--- src/rtl/alu_req_arbiter_pkg.sv ---
// Shared definitions for the ALU request arbiter: FSM state encoding,
// response flag bit positions and a helper that packs the ALU flags.
package alu_arb_pkg;

  typedef enum logic [1:0] {
    IDLE = 2'd0,
    BUSY = 2'd1,
    RESP = 2'd2
  } arb_state_e;

  localparam int FLAGS_W   = 6;
  localparam int FLG_COUT  = 5;
  localparam int FLG_OFLOW = 4;
  localparam int FLG_ERR   = 3;
  localparam int FLG_E     = 2;
  localparam int FLG_G     = 1;
  localparam int FLG_L     = 0;

  // Place the individual ALU status bits at their fixed flag positions.
  function automatic logic [FLAGS_W-1:0] pack_flags(input logic cout,
                                                    input logic oflow,
                                                    input logic err,
                                                    input logic e,
                                                    input logic g,
                                                    input logic l);
    logic [FLAGS_W-1:0] f;
    f            = '0;
    f[FLG_COUT]  = cout;
    f[FLG_OFLOW] = oflow;
    f[FLG_ERR]   = err;
    f[FLG_E]     = e;
    f[FLG_G]     = g;
    f[FLG_L]     = l;
    return f;
  endfunction

endpackage

--- src/rtl/alu_req_arbiter_if.sv ---
// Bundle of the request, response and ALU-side signals of the arbiter.
// slave: the arbiter's view. master: the surrounding environment
// (requesters, response sink and the ALU itself).
interface alu_req_arbiter_if #(
  parameter int WIDTH     = 4,
  parameter int CMD_WIDTH = 4,
  parameter int NUM_REQ   = 4
) ();
  import alu_arb_pkg::*;

  localparam int ID_W = (NUM_REQ > 1) ? $clog2(NUM_REQ) : 1;

  logic [NUM_REQ-1:0]           REQ_VALID;
  logic [NUM_REQ-1:0]           REQ_READY;
  logic [NUM_REQ*WIDTH-1:0]     REQ_OPA;
  logic [NUM_REQ*WIDTH-1:0]     REQ_OPB;
  logic [NUM_REQ*CMD_WIDTH-1:0] REQ_CMD;
  logic [NUM_REQ-1:0]           REQ_MODE;
  logic [NUM_REQ-1:0]           REQ_CIN;

  logic                         RSP_VALID;
  logic                         RSP_READY;
  logic [ID_W-1:0]              RSP_ID;
  logic [2*WIDTH-1:0]           RSP_RES;
  logic [FLAGS_W-1:0]           RSP_FLAGS;

  logic [WIDTH-1:0]             ALU_OPA;
  logic [WIDTH-1:0]             ALU_OPB;
  logic [CMD_WIDTH-1:0]         ALU_CMD;
  logic                         ALU_MODE;
  logic                         ALU_CIN;
  logic                         ALU_CE;
  logic [1:0]                   ALU_INP_VALID;
  logic [2*WIDTH-1:0]           ALU_RES;
  logic                         ALU_COUT;
  logic                         ALU_OFLOW;
  logic                         ALU_ERR;
  logic                         ALU_E;
  logic                         ALU_G;
  logic                         ALU_L;

  modport slave (
    input  REQ_VALID, REQ_OPA, REQ_OPB, REQ_CMD, REQ_MODE, REQ_CIN,
    output REQ_READY,
    output RSP_VALID, RSP_ID, RSP_RES, RSP_FLAGS,
    input  RSP_READY,
    output ALU_OPA, ALU_OPB, ALU_CMD, ALU_MODE, ALU_CIN, ALU_CE, ALU_INP_VALID,
    input  ALU_RES, ALU_COUT, ALU_OFLOW, ALU_ERR, ALU_E, ALU_G, ALU_L
  );

  modport master (
    output REQ_VALID, REQ_OPA, REQ_OPB, REQ_CMD, REQ_MODE, REQ_CIN,
    input  REQ_READY,
    input  RSP_VALID, RSP_ID, RSP_RES, RSP_FLAGS,
    output RSP_READY,
    input  ALU_OPA, ALU_OPB, ALU_CMD, ALU_MODE, ALU_CIN, ALU_CE, ALU_INP_VALID,
    output ALU_RES, ALU_COUT, ALU_OFLOW, ALU_ERR, ALU_E, ALU_G, ALU_L
  );

endinterface

--- src/rtl/alu_req_arbiter_rr_grant.sv ---
// Combinational round-robin picker: searches upward from last_grant+1,
// wrapping modulo NUM_REQ, and returns the first requesting index.
module rr_grant #(
  parameter int NUM_REQ = 4,
  parameter int IDX_W   = (NUM_REQ > 1) ? $clog2(NUM_REQ) : 1
) (
  input  logic [NUM_REQ-1:0] req,
  input  logic [IDX_W-1:0]   last_grant,
  output logic [NUM_REQ-1:0] grant,
  output logic [IDX_W-1:0]   grant_idx,
  output logic               grant_any
);

  logic [IDX_W-1:0] cand;

  // Walk the candidates in priority order; the first requester found wins.
  always_comb begin
    grant     = '0;
    grant_idx = '0;
    grant_any = 1'b0;
    cand      = '0;
    for (int k = 1; k <= NUM_REQ; k++) begin
      cand = IDX_W'((int'(last_grant) + k) % NUM_REQ);
      if (!grant_any && req[cand]) begin
        grant[cand] = 1'b1;
        grant_idx   = cand;
        grant_any   = 1'b1;
      end
    end
  end

endmodule

--- src/rtl/alu_req_arbiter.sv ---
// Shares one ALU between NUM_REQ requesters. A round-robin winner's
// operands are registered onto the ALU ports, held for LAT cycles, and
// the ALU result is captured with the owner ID onto a valid/ready
// response channel.
module alu_req_arbiter
  import alu_arb_pkg::*;
#(
  parameter int WIDTH     = 4,
  parameter int CMD_WIDTH = 4,
  parameter int NUM_REQ   = 4,
  parameter int LAT       = 3
) (
  input logic              CLK,
  input logic              RST,
  alu_req_arbiter_if.slave bus
);

  localparam int ID_W  = (NUM_REQ > 1) ? $clog2(NUM_REQ) : 1;
  localparam int CNT_W = (LAT > 1) ? $clog2(LAT) : 1;

  arb_state_e state_q, state_d;

  logic [NUM_REQ-1:0] gnt_oh;
  logic [ID_W-1:0]    gnt_idx;
  logic               gnt_any;
  logic [NUM_REQ-1:0] ready;
  logic               grant_fire;
  logic               capture;
  logic               release_rsp;

  logic [CNT_W-1:0]   cnt_q;
  logic [ID_W-1:0]    owner_q;
  logic [ID_W-1:0]    last_q;

  logic [WIDTH-1:0]     alu_opa_p0;
  logic [WIDTH-1:0]     alu_opb_p0;
  logic [CMD_WIDTH-1:0] alu_cmd_p0;
  logic                 alu_mode_p0;
  logic                 alu_cin_p0;
  logic                 alu_ce_p0;
  logic [1:0]           alu_iv_p0;

  logic                 rsp_vld_p1;
  logic [ID_W-1:0]      rsp_id_p1;
  logic [2*WIDTH-1:0]   rsp_res_p1;
  logic [FLAGS_W-1:0]   rsp_flags_p1;

  rr_grant #(
    .NUM_REQ (NUM_REQ),
    .IDX_W   (ID_W)
  ) u_rr_grant (
    .req        (bus.REQ_VALID),
    .last_grant (last_q),
    .grant      (gnt_oh),
    .grant_idx  (gnt_idx),
    .grant_any  (gnt_any)
  );

  // FSM state register.
  always_ff @(posedge CLK or posedge RST) begin
    if (RST) state_q <= IDLE;
    else     state_q <= state_d;
  end

  // Next-state and per-cycle control strobes.
  always_comb begin
    state_d     = state_q;
    ready       = '0;
    grant_fire  = 1'b0;
    capture     = 1'b0;
    release_rsp = 1'b0;
    case (state_q)
      IDLE: begin
        if (gnt_any) begin
          ready      = gnt_oh;
          grant_fire = 1'b1;
          state_d    = BUSY;
        end
      end
      BUSY: begin
        if (cnt_q == '0) begin
          capture = 1'b1;
          state_d = RESP;
        end
      end
      RESP: begin
        if (bus.RSP_READY) begin
          release_rsp = 1'b1;
          state_d     = IDLE;
        end
      end
      default: state_d = IDLE;
    endcase
  end

  // Latency counter, transaction owner and round-robin pointer.
  always_ff @(posedge CLK or posedge RST) begin
    if (RST) begin
      cnt_q   <= '0;
      owner_q <= '0;
      last_q  <= ID_W'(NUM_REQ - 1);
    end else begin
      if (grant_fire) begin
        cnt_q   <= CNT_W'(LAT - 1);
        owner_q <= gnt_idx;
      end else if (state_q == BUSY && !capture) begin
        cnt_q <= cnt_q - 1'b1;
      end
      if (release_rsp) last_q <= owner_q;
    end
  end

  // Stage p0: winner's operands driven onto the ALU and held while busy.
  always_ff @(posedge CLK or posedge RST) begin
    if (RST) begin
      alu_opa_p0  <= '0;
      alu_opb_p0  <= '0;
      alu_cmd_p0  <= '0;
      alu_mode_p0 <= 1'b0;
      alu_cin_p0  <= 1'b0;
      alu_ce_p0   <= 1'b0;
      alu_iv_p0   <= 2'b00;
    end else if (grant_fire) begin
      alu_opa_p0  <= bus.REQ_OPA[int'(gnt_idx)*WIDTH +: WIDTH];
      alu_opb_p0  <= bus.REQ_OPB[int'(gnt_idx)*WIDTH +: WIDTH];
      alu_cmd_p0  <= bus.REQ_CMD[int'(gnt_idx)*CMD_WIDTH +: CMD_WIDTH];
      alu_mode_p0 <= bus.REQ_MODE[gnt_idx];
      alu_cin_p0  <= bus.REQ_CIN[gnt_idx];
      alu_ce_p0   <= 1'b1;
      alu_iv_p0   <= 2'b11;
    end else if (capture) begin
      alu_ce_p0 <= 1'b0;
      alu_iv_p0 <= 2'b00;
    end
  end

  // Stage p1: ALU result captured with its owner and offered as a response.
  always_ff @(posedge CLK or posedge RST) begin
    if (RST) begin
      rsp_vld_p1   <= 1'b0;
      rsp_id_p1    <= '0;
      rsp_res_p1   <= '0;
      rsp_flags_p1 <= '0;
    end else if (capture) begin
      rsp_vld_p1   <= 1'b1;
      rsp_id_p1    <= owner_q;
      rsp_res_p1   <= bus.ALU_RES;
      rsp_flags_p1 <= pack_flags(bus.ALU_COUT, bus.ALU_OFLOW, bus.ALU_ERR,
                                 bus.ALU_E, bus.ALU_G, bus.ALU_L);
    end else if (release_rsp) begin
      rsp_vld_p1 <= 1'b0;
    end
  end

  // Accept is masked during reset so every output reads 0 while RST is high.
  assign bus.REQ_READY     = RST ? '0 : ready;
  assign bus.RSP_VALID     = rsp_vld_p1;
  assign bus.RSP_ID        = rsp_id_p1;
  assign bus.RSP_RES       = rsp_res_p1;
  assign bus.RSP_FLAGS     = rsp_flags_p1;
  assign bus.ALU_OPA       = alu_opa_p0;
  assign bus.ALU_OPB       = alu_opb_p0;
  assign bus.ALU_CMD       = alu_cmd_p0;
  assign bus.ALU_MODE      = alu_mode_p0;
  assign bus.ALU_CIN       = alu_cin_p0;
  assign bus.ALU_CE        = alu_ce_p0;
  assign bus.ALU_INP_VALID = alu_iv_p0;

endmodule

--- src/flat_wrapper.sv ---
// flat-port wrapper written by rule: the top's interface ports become plain ports
module alu_req_arbiter_flat import alu_arb_pkg::*;
#(
  parameter int WIDTH     = 4,
  parameter int CMD_WIDTH = 4,
  parameter int NUM_REQ   = 4,
  parameter int LAT       = 3
)
  (CLK, RST, bus_REQ_VALID, bus_REQ_OPA, bus_REQ_OPB, bus_REQ_CMD, bus_REQ_MODE, bus_REQ_CIN, bus_REQ_READY, bus_RSP_VALID, bus_RSP_ID, bus_RSP_RES, bus_RSP_FLAGS, bus_RSP_READY, bus_ALU_OPA, bus_ALU_OPB, bus_ALU_CMD, bus_ALU_MODE, bus_ALU_CIN, bus_ALU_CE, bus_ALU_INP_VALID, bus_ALU_RES, bus_ALU_COUT, bus_ALU_OFLOW, bus_ALU_ERR, bus_ALU_E, bus_ALU_G, bus_ALU_L);
  alu_req_arbiter_if #(.WIDTH(WIDTH), .CMD_WIDTH(CMD_WIDTH), .NUM_REQ(NUM_REQ)) bus_i ();
  input logic CLK;
  input logic RST;
  input wire logic [$bits(bus_i.REQ_VALID)-1:0] bus_REQ_VALID;
  input wire logic [$bits(bus_i.REQ_OPA)-1:0] bus_REQ_OPA;
  input wire logic [$bits(bus_i.REQ_OPB)-1:0] bus_REQ_OPB;
  input wire logic [$bits(bus_i.REQ_CMD)-1:0] bus_REQ_CMD;
  input wire logic [$bits(bus_i.REQ_MODE)-1:0] bus_REQ_MODE;
  input wire logic [$bits(bus_i.REQ_CIN)-1:0] bus_REQ_CIN;
  output wire logic [$bits(bus_i.REQ_READY)-1:0] bus_REQ_READY;
  output wire logic [$bits(bus_i.RSP_VALID)-1:0] bus_RSP_VALID;
  output wire logic [$bits(bus_i.RSP_ID)-1:0] bus_RSP_ID;
  output wire logic [$bits(bus_i.RSP_RES)-1:0] bus_RSP_RES;
  output wire logic [$bits(bus_i.RSP_FLAGS)-1:0] bus_RSP_FLAGS;
  input wire logic [$bits(bus_i.RSP_READY)-1:0] bus_RSP_READY;
  output wire logic [$bits(bus_i.ALU_OPA)-1:0] bus_ALU_OPA;
  output wire logic [$bits(bus_i.ALU_OPB)-1:0] bus_ALU_OPB;
  output wire logic [$bits(bus_i.ALU_CMD)-1:0] bus_ALU_CMD;
  output wire logic [$bits(bus_i.ALU_MODE)-1:0] bus_ALU_MODE;
  output wire logic [$bits(bus_i.ALU_CIN)-1:0] bus_ALU_CIN;
  output wire logic [$bits(bus_i.ALU_CE)-1:0] bus_ALU_CE;
  output wire logic [$bits(bus_i.ALU_INP_VALID)-1:0] bus_ALU_INP_VALID;
  input wire logic [$bits(bus_i.ALU_RES)-1:0] bus_ALU_RES;
  input wire logic [$bits(bus_i.ALU_COUT)-1:0] bus_ALU_COUT;
  input wire logic [$bits(bus_i.ALU_OFLOW)-1:0] bus_ALU_OFLOW;
  input wire logic [$bits(bus_i.ALU_ERR)-1:0] bus_ALU_ERR;
  input wire logic [$bits(bus_i.ALU_E)-1:0] bus_ALU_E;
  input wire logic [$bits(bus_i.ALU_G)-1:0] bus_ALU_G;
  input wire logic [$bits(bus_i.ALU_L)-1:0] bus_ALU_L;
  assign bus_i.REQ_VALID = bus_REQ_VALID;
  assign bus_i.REQ_OPA = bus_REQ_OPA;
  assign bus_i.REQ_OPB = bus_REQ_OPB;
  assign bus_i.REQ_CMD = bus_REQ_CMD;
  assign bus_i.REQ_MODE = bus_REQ_MODE;
  assign bus_i.REQ_CIN = bus_REQ_CIN;
  assign bus_REQ_READY = bus_i.REQ_READY;
  assign bus_RSP_VALID = bus_i.RSP_VALID;
  assign bus_RSP_ID = bus_i.RSP_ID;
  assign bus_RSP_RES = bus_i.RSP_RES;
  assign bus_RSP_FLAGS = bus_i.RSP_FLAGS;
  assign bus_i.RSP_READY = bus_RSP_READY;
  assign bus_ALU_OPA = bus_i.ALU_OPA;
  assign bus_ALU_OPB = bus_i.ALU_OPB;
  assign bus_ALU_CMD = bus_i.ALU_CMD;
  assign bus_ALU_MODE = bus_i.ALU_MODE;
  assign bus_ALU_CIN = bus_i.ALU_CIN;
  assign bus_ALU_CE = bus_i.ALU_CE;
  assign bus_ALU_INP_VALID = bus_i.ALU_INP_VALID;
  assign bus_i.ALU_RES = bus_ALU_RES;
  assign bus_i.ALU_COUT = bus_ALU_COUT;
  assign bus_i.ALU_OFLOW = bus_ALU_OFLOW;
  assign bus_i.ALU_ERR = bus_ALU_ERR;
  assign bus_i.ALU_E = bus_ALU_E;
  assign bus_i.ALU_G = bus_ALU_G;
  assign bus_i.ALU_L = bus_ALU_L;
  alu_req_arbiter #(.WIDTH(WIDTH), .CMD_WIDTH(CMD_WIDTH), .NUM_REQ(NUM_REQ), .LAT(LAT)) u_core (.CLK(CLK), .RST(RST), .bus(bus_i));
endmodule
--- config.mk ---
export PLATFORM = sky130hd
export DESIGN_NAME = alu_req_arbiter_flat
export DESIGN_NICKNAME = d
export VERILOG_FILES = /design/src/rtl/alu_req_arbiter_pkg.sv /design/src/rtl/alu_req_arbiter_if.sv /design/src/rtl/alu_req_arbiter_rr_grant.sv /design/src/rtl/alu_req_arbiter.sv /design/src/flat_wrapper.sv
export SDC_FILE = /design/constraint.sdc
export NUM_CORES = 1
export LEC_CHECK = 0
export ABC_AREA = 1
export CAP_MARGIN = 20
export CORE_AREA = 5 5 91 93
export DETAILED_ROUTE_END_ITERATION = 8
export DIE_AREA = 0 0 96 98
export GPL_TIMING_DRIVEN = 0
export PLACE_DENSITY = 0.72
export SLEW_MARGIN = 15
export SYNTH_ARGS = -nofsm -noshare
export SYNTH_HDL_FRONTEND = slang
export SYNTH_HIERARCHICAL = 1
export SYNTH_SLANG_ARGS = --single-unit
--- constraint.sdc ---
create_clock -name CLK -period 5.4 [get_ports CLK]
set_clock_uncertainty 0.1 [all_clocks]
set_input_delay 0.81 -clock CLK [delete_from_list [all_inputs] [get_ports CLK]]
set_output_delay 0.81 -clock CLK [all_outputs]
set_load 0.02 [all_outputs]
==> results_dict.tcl, run 1 <==
set metrics [dict create \
    period_needed_ns 4.23 \
    ant_nets 0 \
    syn-cell-area_um2 2880 \
    place_congestion 0.889 \
    critical_path_required_ns 4.49 \
    dp_hpwl_um 6230 \
    die_w_um 96 \
    drtIter0Drc 144 \
    endpoint_kind "primary output" \
    cts.sinks 40 \
    antenna_found_initial 0 \
    cts_resized 0 \
    syn_area_per_cell_um2 6.74 \
    worstPathArrival_ns 3.32 \
    ys_warn_count 6 \
    final-setup-viol-count 0 \
    powerDensity_nw_per_um2 689 \
    numPortBuffers 114 \
    final_nets 635 \
    insertedDiodeCount 0 \
    cts_root_buf "clkbuf_8" \
    leakage_nw 2.27 \
    drc 0 \
    peakVddDrop_mv 0.408 \
    track_usage_pct 17.3 \
    htree_levels 2 \
    die_y_um 98 \
    postLayoutCoreUtil_pct 57.5 \
    crit_type "reg2out" \
    ys_seq_elements 40 \
    routed_wirelength_um 7800 \
    critPathLaunchType "register" \
    clk_pin_slew_ns 0.09 \
    grt_max_degree 30 \
    holdCritPathClass "reg2reg" \
    core-area_um2 7450 \
    ios 115 \
    rsz0062_at_grt "no" \
    synth_fp_nets 513 \
    clk_latency_ns 0.29 \
    ys_seq_area_share_pct 34.9 \
    synth_edf_count 0 \
    slew-limit-headroom_pct 79.7 \
    dr.pass1.iters 4 \
    core.rowCount 32 \
    via_per_inst 4.50 \
    fp.dieArea_um2 9410 \
    cts_buffers 5 \
    finalMaxSlewViolations 0 \
    ys_types 26 \
    cts_tree "done" \
    fmax_mhz 236 \
    multi_input_area_um2 1400 \
    post-cts-setup-buffers 0 \
    post_synth_inst_count 427 \
    worstPathMaxFanout 10 \
    vias 2935 \
    synthFlopType "dfrtp_1" \
    grt_pass1_wl_um 13200 \
    critical_path.cell_chain "inv_1, ha_1, inv_2, nand3_4, nand2_4, nor2_4, buf_6, nand4_1, nand3_4, inv_2, nand2_1, nor2_1, clkdlybuf4s50_1" \
    tns_ns 0 \
    syn_to_final_growth_pct 48.8 \
    max_stage_delay_ns 0.66 \
    seq_area_um2 1000 \
    outcome "finished clean" \
    worst_pin_slew_ns 0.304 \
    wire_per_inst_um 12.0 \
    cts_buffer_depth 2 \
    first_global_vias 2927 \
    finalCritPeriodShare_pct 78.4 \
    setup_ws_ns 1.17 \
    pre_cts_ws_ns 1.36 \
    drv_cap 0 \
    hold_violations 0 \
    holdBufCountCts 0 \
    start_util_pct 38.6 \
    drive_gt1_share_pct 10.0 \
    cpMaxStageDelayCell "dfstp_2" \
    async_flop_share_pct 100 \
    fillCellCount 748 \
    grt_remaining_overflow 0 \
]
## final timing paths
path                            slack (ns)                   from  cells past startpoint               endpoint
worst max-delay path                  1.17       u_core/last_q[1]                     13       bus_REQ_READY[1]
worst min-delay path                  0.38  u_core/bus.RSP_RES[7]                      2  u_core/bus.RSP_RES[7]
worst max register to register        2.39       u_core/last_q[1]                     15  u_core/bus.ALU_OPB[1]
worst min register to register        0.38  u_core/bus.RSP_RES[7]                      2  u_core/bus.RSP_RES[7]
max in group asynchronous             4.00                    RST                      3       u_core/last_q[1]
min in group asynchronous             0.68                    RST                      2  u_core/bus.ALU_OPB[2]
## worst max-delay path, delay by kind of cell, from the launching register on
family / cells / cell delay [ns]
DFF: 1 / 0.66
adders and majority gates: 1 / 0.40
buffers and inverters: 5 / 1.21
and+or+nand+nor: 7 / 0.75
## layout by cell type, fill, tap and decap left out, types with 3 or more instances in the layout
cell / instances
nand3_4: 3
a21boi_0: 4
nand2_1: 183
buf_2: 3
nand2_2: 4
buf_4: 4
clkbuf_8: 5
dfrtp_1: 38
inv_2: 8
o21ai_0: 5
nand4_1: 6
a21oi_1: 8
ha_1: 9
nand3_1: 49
buf_6: 10
clkdlybuf4s50_1: 114
nand2_4: 4
nor2_1: 7
inv_1: 70
## stage by stage
stage	std cells	cell area (um^2)	total power, W	hold WS, ns
floorplan	427	2880	0.00205	0.353
global placement	643	4150	0.00266	0.353
detailed placement	644	4170	0.00271	0.359
CTS	652	4280	0.00298	0.381
global route	652	4280	0.00326	0.395
finish	652	4280	0.00295	0.377
## report_power, final
part           total, W  internal (W)  switching, W
combinational   0.00215      0.000868       0.00128
clock          0.000250      0.000139      0.000111
sequential     0.000551      0.000460     0.0000916
## state kept, by name (all words and copies together) (netlist names)
name / cells
u_core/bus.RSP_VALID: 1
u_core/bus.ALU_CIN: 1
u_core/owner_q: 2
u_core/bus.ALU_CMD: 4
u_core/bus.RSP_ID: 2
u_core/bus.RSP_RES: 8
u_core/last_q: 2
u_core/bus.ALU_OPB: 4
u_core/state_q: 2
u_core/bus.ALU_OPA: 4
u_core/cnt_q: 2
u_core/bus.ALU_MODE: 1
u_core/bus.ALU_INP_VALID: 1
u_core/bus.RSP_FLAGS: 6
## per-layer routing
layer	vias to the layer above	GRT usage (%)	part of all wire (%)
met5	-	0	0
met4	0	4.27	0.71
met3	10	6.09	9.9
met2	105	27.7	47
met1	1291	22.0	42
li1	1529	-	-
## layout make-up
type,instances,area share (%)
Tap cell,102,2.98
Multi-Input combinational cell,289,32.7
Inverter,80,7.25
Clock buffer,5,1.61
Timing Repair Buffer,115,27.1
Clock inverter,3,1.11
Buffer,18,3.86
Sequential cell,40,23.4
## synth_stat cells, types with 2 or more instances
cell type	number	share of area, %
buf_6	10	3.9
nand2_1	183	24
a21oi_1	8	1.4
buf_4	4	1.0
nand2_4	4	1.6
o21ai_0	5	0.87
dfstp_2	2	1.8
nand3_1	49	8.5
ha_1	9	3.9
nand3_4	3	1.8
nand2_2	4	0.87
a21boi_0	4	1.0
dfrtp_1	38	33
inv_1	71	9.3
o21ai_2	2	0.61
nor2_1	7	0.91
nand4_1	6	1.3
nor2_4	2	0.78
inv_2	7	0.91
buf_2	3	0.52
## kinds of logic after synthesis
logic type                 after synthesis  synth area share, %
and+or+nand+nor                        259                 40.3
buffers and inverters                   98                 16.5
DFF                                     40                 34.9
AOI/OAI and AO/OA                       21                 4.35
adders and majority gates                9                 3.91
(Power assumes the default switching activity.)
==> run 2, diff against run 1 <==
- PLACE_DENSITY: 0.72 -> 0.75
- clock period: 5.4 -> 3.6 ns (I/O delays scaled with it)
==> run 2 against run 1 <==
Compared with the run above:
- combinational power increased by 53%
- critical path depth increased by 1
- register-to-register slack got worse by 1.5 ns
- non-clock buffer count increased by 3
- clock power increased by 12%
- first-iteration DRC count increased by 17%
- power increased by 49%
- utilization increased by 0.050 points
- clock-buffer cell count increased by 3
- critical endpoint unchanged
==> results_dict.tcl, run 2 (synthesis results as in run 1) <==
set metrics [dict create \
    cts.sinks 40 \
    powerDensity_nw_per_um2 1020 \
    cts_tree "done" \
    hold_violations 0 \
    grt_max_degree 30 \
    final_nets 638 \
    die_y_um 98 \
    worst_pin_slew_ns 0.302 \
    fmax_mhz 303 \
    holdBufCountCts 0 \
    worstPathArrival_ns 2.66 \
    period_needed_ns 3.30 \
    clk_pin_slew_ns 0.07 \
    numPortBuffers 114 \
    outcome "finished clean" \
    finalCritPeriodShare_pct 91.7 \
    via_per_inst 4.50 \
    die_w_um 96 \
    critical_path.cell_chain "buf_6, inv_8, ha_4, inv_2, nand3_4, nand2_4, nor2_4, buf_6, nand4_1, nand3_4, inv_4, nand2_1, nor2_1, clkdlybuf4s15_2" \
    dpl_cell_area_um2 4170 \
    slew-limit-headroom_pct 79.8 \
    dr.pass1.iters 4 \
    pre_cts_ws_ns -0.0420 \
    final_cell_mix "183 x nand2_1, 110 x clkdlybuf4s50_1, 69 x inv_1" \
    leakage_nw 2.27 \
    core.rowCount 32 \
    hold_slack_ns 0.371 \
    core-area_um2 7450 \
    final-setup-viol-count 0 \
    htree_levels 2 \
    dp_hpwl_um 6220 \
    ios 115 \
    largest_reg_flops 8 \
    clk_latency_ns 0.28 \
    insertedDiodeCount 0 \
    finalInstanceArea_um2 4290 \
    track_usage_pct 17.3 \
    finalMaxSlewViolations 0 \
    cts_root_buf "clkbuf_8" \
    routed_wirelength_um 7870 \
    crit_type "reg2out" \
    cts_buffers 5 \
    cts_buffer_depth 2 \
    setup_ws_ns 0.298 \
    cpMaxStageDelayCell "dfstp_2" \
    worstPathMaxFanout 13 \
    fillCellCount 707 \
    drc 0 \
    r2r_slack_ns 0.89 \
    holdCritPathClass "reg2reg" \
    drive_gt1_share_pct 11.0 \
    wire_per_inst_um 12.0 \
    postLayoutCoreUtil_pct 57.6 \
    syn_to_final_growth_pct 49.0 \
    grt_pass1_wl_um 13100 \
    critical_path_required_ns 2.96 \
    ant_nets 0 \
    peakVddDrop_mv 0.562 \
    max_stage_delay_ns 0.54 \
    fp.dieArea_um2 9410 \
    grt_remaining_overflow 0 \
    rsz0062_at_grt "no" \
    critPathLaunchType "register" \
    drv_cap 0 \
    drtIter0Drc 169 \
    final_common_cell "nand2_1" \
    place_congestion 0.898 \
    start_util_pct 38.6 \
    antenna_found_initial 0 \
    endpoint_kind "primary output" \
    vias 2945 \
    first_global_vias 2999 \
]
## run 2: cell types whose count changed in the layout (fill, tap and decap cells not counted), sizes merged, moves of 2 or more
cell and change:
clkdlybuf4s50 -4, clkdlybuf4s15 +3, buf +3, clkinv -2, clkbuf +4
## run 2: critical path, delay by kind of cell, from the launching register on
family | cells | cell delay (ns)
simple gates | 7 | 0.82
buf+inv | 6 | 0.74
flops | 1 | 0.54
fa+ha+maj | 1 | 0.29
## run 2: routing by layer
metal | part of all wire, % | GRT usage (%) | up-vias | routed length, um
met5 | 0 | 0 | - | 0
met3 | 9.9 | 5.70 | 7 | 782
met1 | 42 | 21.4 | 1284 | 3270
met4 | 0.97 | 4.16 | 0 | 76
li1 | - | - | 1530 | -
met2 | 48 | 28.7 | 124 | 3740
## run 2: metrics by stage
stage,TNS (ns),total power [W],std cells
2_1_floorplan,0,0.00307,427
3_3_place_gp,-0.987,0.00400,643
3_5_place_dp,-0.120,0.00407,644
4_1_cts,0,0.00439,654
5_1_grt,0,0.00483,655
6_report,0,0.00439,655
## run 2: report_power, final
group	total, W	internal [W]	switching (W)
clock network	0.000281	0.000138	0.000143
logic	0.00329	0.00133	0.00196
registers	0.000813	0.000690	0.000123
total	0.00439	0.00216	0.00223
## run 2: timing repair
| item | in CTS | in global routing |
|---|---|---|
| setup buffers | 2 | 1 |
| gates resized for setup | 12 | 3 |
| pin swaps | 0 | 0 |
| endpoints found under the setup margin | 4 | 4 |
## run 2: final timing paths
kind                                            start               endpoint  cells after the start
min in group asynchronous                         RST  u_core/bus.ALU_OPB[2]                      2
worst max register to register       u_core/last_q[0]  u_core/bus.ALU_CMD[1]                     16
worst min-delay path            u_core/bus.RSP_RES[4]  u_core/bus.RSP_RES[4]                      2
worst min register to register  u_core/bus.RSP_RES[4]  u_core/bus.RSP_RES[4]                      2
worst max-delay path                 u_core/last_q[0]       bus_REQ_READY[1]                     14
max in group asynchronous                         RST       u_core/last_q[0]                      3
## run 2: final cells by class
class / count / area, um^2 / area share, %
clock buffer: 8 / 80.1 / 1.87
buffer: 18 / 165 / 3.85
sequential: 40 / 1000 / 23.4
inverter: 80 / 317 / 7.38
tap: 102 / 128 / 2.98
timing repair buffer: 118 / 1180 / 27.6
multi-input combinational: 289 / 1410 / 32.9
